**src/rtl/control_sequencer.sv**
```systemverilog
// control_sequencer: T0-T5 fetch/decode/execute controller driving the 15-bit bus-CPU control word.
// Define CTRL_JUMP_EN to decode opcode 0011 as JMP; otherwise 0011 runs as a NOP.
module control_sequencer (
    input  logic        clk,
    input  logic        resetn,
    input  logic        programming,
    input  logic [3:0]  opcode,
    output logic [14:0] out,
    output logic [2:0]  stage,
    output logic        halted
);
    typedef enum logic [2:0] {
        T0   = 3'd0,
        T1   = 3'd1,
        T2   = 3'd2,
        T3   = 3'd3,
        T4   = 3'd4,
        T5   = 3'd5,
        HOLD = 3'd7
    } stage_t;

    localparam logic [14:0] IDLE = 15'h0FE3;
    localparam logic [14:0] C_P  = 15'h4000;
    localparam logic [14:0] E_P  = 15'h2000;
`ifdef CTRL_JUMP_EN
    localparam logic [14:0] L_P  = 15'h1000;
`endif
    localparam logic [14:0] L_MA = 15'h0800;
    localparam logic [14:0] CE   = 15'h0200;
    localparam logic [14:0] L_I  = 15'h0080;
    localparam logic [14:0] E_I  = 15'h0040;
    localparam logic [14:0] L_A  = 15'h0020;
    localparam logic [14:0] E_A  = 15'h0010;
    localparam logic [14:0] S_U  = 15'h0008;
    localparam logic [14:0] E_U  = 15'h0004;
    localparam logic [14:0] L_B  = 15'h0002;
    localparam logic [14:0] L_O  = 15'h0001;

    localparam logic [3:0] OP_LDA = 4'b0000;
    localparam logic [3:0] OP_ADD = 4'b0001;
    localparam logic [3:0] OP_SUB = 4'b0010;
`ifdef CTRL_JUMP_EN
    localparam logic [3:0] OP_JMP = 4'b0011;
`endif
    localparam logic [3:0] OP_OUT = 4'b1110;
    localparam logic [3:0] OP_HLT = 4'b1111;

    stage_t      r_stage;
    stage_t      w_stage_nxt;
    logic        r_halted;
    logic [3:0]  r_opcode;
    logic [14:0] r_out;
    logic [3:0]  w_op;
    logic [14:0] w_toggle;

    always_ff @(posedge clk) begin
        if (!resetn) begin
            r_stage  <= HOLD;
            r_halted <= 1'b0;
        end else begin
            r_stage <= w_stage_nxt;
            // HLT latches even if the programmer grabs the bus in the same cycle
            if (r_stage == T3 && r_opcode == OP_HLT)
                r_halted <= 1'b1;
        end
    end

    always_comb begin
        w_stage_nxt = HOLD;
        if (!programming && !r_halted) begin
            case (r_stage)
                HOLD:    w_stage_nxt = T0;
                T0:      w_stage_nxt = T1;
                T1:      w_stage_nxt = T2;
                T2:      w_stage_nxt = T3;
                T3:      w_stage_nxt = T4;
                T4:      w_stage_nxt = T5;
                T5:      w_stage_nxt = T0;
                default: w_stage_nxt = HOLD;
            endcase
        end
    end

    // At T3 the opcode is captured on this same negedge, so decode the live IR bits.
    always_comb begin
        w_op     = (r_stage == T3) ? opcode : r_opcode;
        w_toggle = '0;
        case (r_stage)
            T0: w_toggle = E_P | L_MA;
            T1: w_toggle = C_P;
            T2: w_toggle = CE | L_I;
            T3: begin
                case (w_op)
                    OP_LDA, OP_ADD, OP_SUB: w_toggle = E_I | L_MA;
                    OP_OUT:                 w_toggle = E_A | L_O;
`ifdef CTRL_JUMP_EN
                    OP_JMP:                 w_toggle = E_I | L_P;
`endif
                    default:                w_toggle = '0;
                endcase
            end
            T4: begin
                case (w_op)
                    OP_LDA:         w_toggle = CE | L_A;
                    OP_ADD, OP_SUB: w_toggle = CE | L_B;
                    default:        w_toggle = '0;
                endcase
            end
            T5: begin
                case (w_op)
                    OP_ADD:  w_toggle = E_U | L_A;
                    OP_SUB:  w_toggle = E_U | L_A | S_U;
                    default: w_toggle = '0;
                endcase
            end
            default: w_toggle = '0;
        endcase
    end

    always_ff @(negedge clk) begin
        if (!resetn) begin
            r_out    <= IDLE;
            r_opcode <= 4'b0000;
        end else begin
            r_out <= IDLE ^ w_toggle;
            if (r_stage == T3)
                r_opcode <= opcode;
        end
    end

    assign out    = r_out;
    assign stage  = r_stage;
    assign halted = r_halted;
endmodule

```
**config.mk**
```make
export PLATFORM = sky130hd
export DESIGN_NAME = control_sequencer
export DESIGN_NICKNAME = d
export VERILOG_FILES = /design/src/rtl/control_sequencer.sv
export SDC_FILE = /design/constraint.sdc
export NUM_CORES = 1
export LEC_CHECK = 0
export ABC_AREA = 1
export BUFFER_PORTS_ARGS = -buffer_cell sky130_fd_sc_hd__buf_4
export CAP_MARGIN = 20
export CORE_MARGIN = 2
export CORE_UTILIZATION = 51
export CTS_BUF_LIST = sky130_fd_sc_hd__clkbuf_4 sky130_fd_sc_hd__clkbuf_8
export CTS_CLUSTER_SIZE = 24
export DETAILED_ROUTE_END_ITERATION = 16
export PLACE_DENSITY = 0.82
export SYNTH_ARGS = -nofsm -noshare
export SYNTH_HDL_FRONTEND = slang
export SYNTH_SLANG_ARGS = --single-unit
```
**constraint.sdc**
```tcl
create_clock -name clk -period 1.3 [get_ports clk]
set_input_delay 0.325 -clock clk [delete_from_list [all_inputs] [get_ports clk]]
set_output_delay 0.325 -clock clk [all_outputs]
set_load 0.02 [all_outputs]
```
==> results by stage <==
Critical path:
- In this run the worst path has a maximum fanout of 7.
- Measured in cells, the most critical reg-to-reg path has a length of 8.
- The worst setup path is launched from a register.
- Traced cell by cell, the critical path runs through inv_4, nand3_4, nand2_2, nand2_2, nor2_4, nand3_1, o21ai_1, nand2_1.
- The arrival time at the worst endpoint is 1690 ps.
- In this run the critical register-to-register path is launched from stage[2].
- The type of destination of the critical path is a register.
- The worst register-to-register path ends at out[9].
- The class of the most critical setup path is register to register.
- The stage delay of the slowest cell on the critical path is 400 ps.
- The register-to-register path setup slack is -780 ps.
- The most numerous cell type found on the critical path is nand2_2.
- For this design, the slowest cell found on the critical path is dfxtp_4.
- The required time of the critical path is 910 ps.

Clock tree:
- Clock tree synthesis inserted a total of 3 buffers.
- The CTS root buffer is clkbuf_4.
- The clock latency of the later-clocked register in the worst-skew pair is 420 ps.
- The TritonCTS clock tree is done.
- In this run the number of H-tree levels came out at 1.
- Clock-pin slew was measured on the worst setup and hold paths at 130 ps.
- Hold repair after CTS inserted 0 buffers.
- The number of buffers between clock root and the deepest sink is 2.
- The clock net in this run drives a total of 20 sinks.

Hold path:
- For hold timing, the worst endpoint is stage[2].
- The worst hold path belongs to the class primary input to register.
- The hold-critical path depth is 3.
- The start point of the worst min-delay path is programming.

Die:
- For this configuration, the core starts out at a cell density of 54.9%.
- The placeable core area is 1510 sq um.
- The die covers 1960 sq um.
- The number of top-level design ports is 26.
- From left edge to right edge, the die measures 44.3 um.
- The site row count is 14.
- The overall die height is 44.3 um.

Yosys:
- The mapped netlist covers 827 sq um.
- The number of warning messages in the yosys log is 0.
- After synthesis, the netlist uses 20 different library cells.
- A synthesized cell averages 8.11 sq um.
- After synthesis, flip-flops and latches occupy 48.4% of the total area.
- Synthesis produced a netlist whose cell count is 102.
- Counting flops and latches in the post-synthesis netlist gives 20.

Timing:
- Setup slack on the critical path of the routed design comes to -785 ps.
- The final number of setup-violating endpoints is 32.
- The final total negative setup slack is -15570 ps.
- Setup repair after global routing could not meet its margin everywhere.
- The largest clock skew in the final design is 98.9 ps.
- The count of final max-slew check failures came to 0.
- The hold violation total from the final report was 0.

Outcome:
- The checks that failed: setup timing.
- The run finished, with violations left.

Cells and area:
- The final non-filler cell total is 182.
- The area added between synthesis and finish is 75.8%.
- For this run, the post-layout net count is 174.
- With fillers left out, the area of the finished cells amounts to 1450 sq um.
- Counting the fill cells in the layout gives 32.
- The fraction of layout cells with a size suffix above 1 is 62.7%.
- 0 antenna diodes ended up in the layout.
- The library cells used most frequently in the layout, excluding fill and tap cells, are 30 x buf_4, 22 x inv_1, 19 x buf_6.
- The most common cell after layout, fill and taps aside is buf_4.

Power and ir drop:
- The peak supply drop is 0.883 mV.
- Internal power comes to 0.000939 W.
- Combinational logic burns 20.9% of the power.
- The static leakage is 0.718 nW.
- The power density over the cells is 1090 nW/um^2.
- Sequential cells burn 40.2% of the power.
- The clock network fraction of total power is 38.9%.
- Net switching is 40.7% of the power.
- Total power for the finished layout comes to 0.00158 W.
- The net load switching power is 0.000643 W.

Global routing:
- Entering global routing, the biggest net connects 13 pins.
- The total congestion overflow after global routing is 0.
- The number of global-route vias before repair is 1045.
- The first global-routing pass estimated 4860 um of wire.
- The total global-route track usage is 35.9%.
- The initial antenna violation count is 0.

Route:
- The first-pass iteration count of the detailed router is 5.
- In the routed layout, each cell is associated on average with a via count of 5.91.
- The average detailed-routed wire length per instance is 21.9 um.
- After the first detailed-routing iteration, the DRC count stood at 88.
- The detailed-route wire length is 3990 um.
- Across all layers, the routed design uses 1076 vias.
- The count of nets left with antenna violations once routing finished came out at 0.
- For this run, design rule violations remaining after detail routing come to 0.

Place:
- The total half-perimeter wirelength after legalization and detailed placement is 1410 um.
- The total placed cells including tap cells is 154.
- The number of port buffers is 22.
- The total cell area at the placement stage is 1170 sq um.
- The final weighted congestion in routability-driven placement is 0.913.

Job:
- Max-cap violations in this run came to 0.
## synthesized netlist by cell type
library cell   n  area, sq um
nand3_4        1         17.5
a21oi_1        2         10.0
nor3_1         3         15.0
inv_2          3         11.3
nand3_1        5         25.0
o21ai_1        1         5.00
nand2_4        1         11.3
nor4_1         1         6.26
nor2_4         2         22.5
nor2_1        10         37.5
nand2_1       22         82.6
nand4_1        4         25.0
nand4_2        1         12.5
conb_1         2         7.51
inv_1          9         33.8
nand3_2        1         10.0
buf_4          5         37.5
nand2_2        8         50.1
dfxtp_1       20          400
nor2_2         1         6.26
## worst max-delay path, delay by kind of cell (launching register included)
kind | cells | cell delay, ps
simple gates | 6 | 720
flops | 1 | 400
compound gates | 1 | 150
buf+inv | 1 | 90
## kinds of logic after synthesis
logic type,count (synthesis),synth area share [%]
AO/OA/AOI/OAI,3,1.81
flip-flops,20,48.4
buffers and inverters,17,9.98
other,2,0.908
AND/OR/NAND/NOR,60,38.9
## power groups by stage
stage / Clock, W / Sequential [W] / Combinational [W]
floorplan: 0.0000793 / 0.000650 / 0.000125
global placement: 0.0000793 / 0.000640 / 0.000219
CTS: 0.000522 / 0.000632 / 0.000272
detailed placement: 0.0000793 / 0.000642 / 0.000224
finish: 0.000616 / 0.000636 / 0.000330
global route: 0.000661 / 0.000635 / 0.000338
## worst max-delay path by stage
stage	slack, ps	from	endpoint
2_1_floorplan	-560	stage[1]	out[5]
3_3_place_gp	-570	stage[2]	out[9]
3_5_place_dp	-590	stage[2]	out[9]
4_1_cts	-540	stage[2]	out[9]
5_1_grt	-830	stage[2]	out[9]
6_report	-780	stage[2]	out[9]
## per-layer routing
layer	vias up	global-route usage, %	part of all wire, %
met4	0	28.5	10
met5	-	0	0
met1	474	38.8	33
li1	442	-	-
met3	43	7.76	10
met2	117	60.3	47
## stage by stage
step	setup WS (ps)	utilization (%)	hold WS, ps
after floorplan	-565	-	444
after global placement	-575	77.5	504
after detailed placement	-587	77.5	503
after CTS	-536	94.0	220
after global routing	-827	96.5	256
final	-785	96.5	250
## final cells by class
cell class | count | area [sq um] | share of cell area, %
timing repair buffer | 49 | 439 | 30.2
multi-input combinational | 66 | 400 | 27.5
clock buffer | 3 | 22.5 | 1.55
tap | 16 | 20.0 | 1.38
sequential | 20 | 459 | 31.6
clock inverter | 17 | 68.8 | 4.73
inverter | 11 | 43.8 | 3.01
## flip-flops by register name, indices dropped and copies added (netlist names)
name      count
stage         3
r_opcode      4
out          12
halted        1
## repair_timing
item / in CTS / in global routing
endpoints found under the hold margin: 0 / 0
pin swaps: 13 / 4
endpoints found under the setup margin: 32 / 32
setup buffers: 9 / 1
resized for setup: 31 / 10
Note: power is estimated with default switching activity, not from simulation.
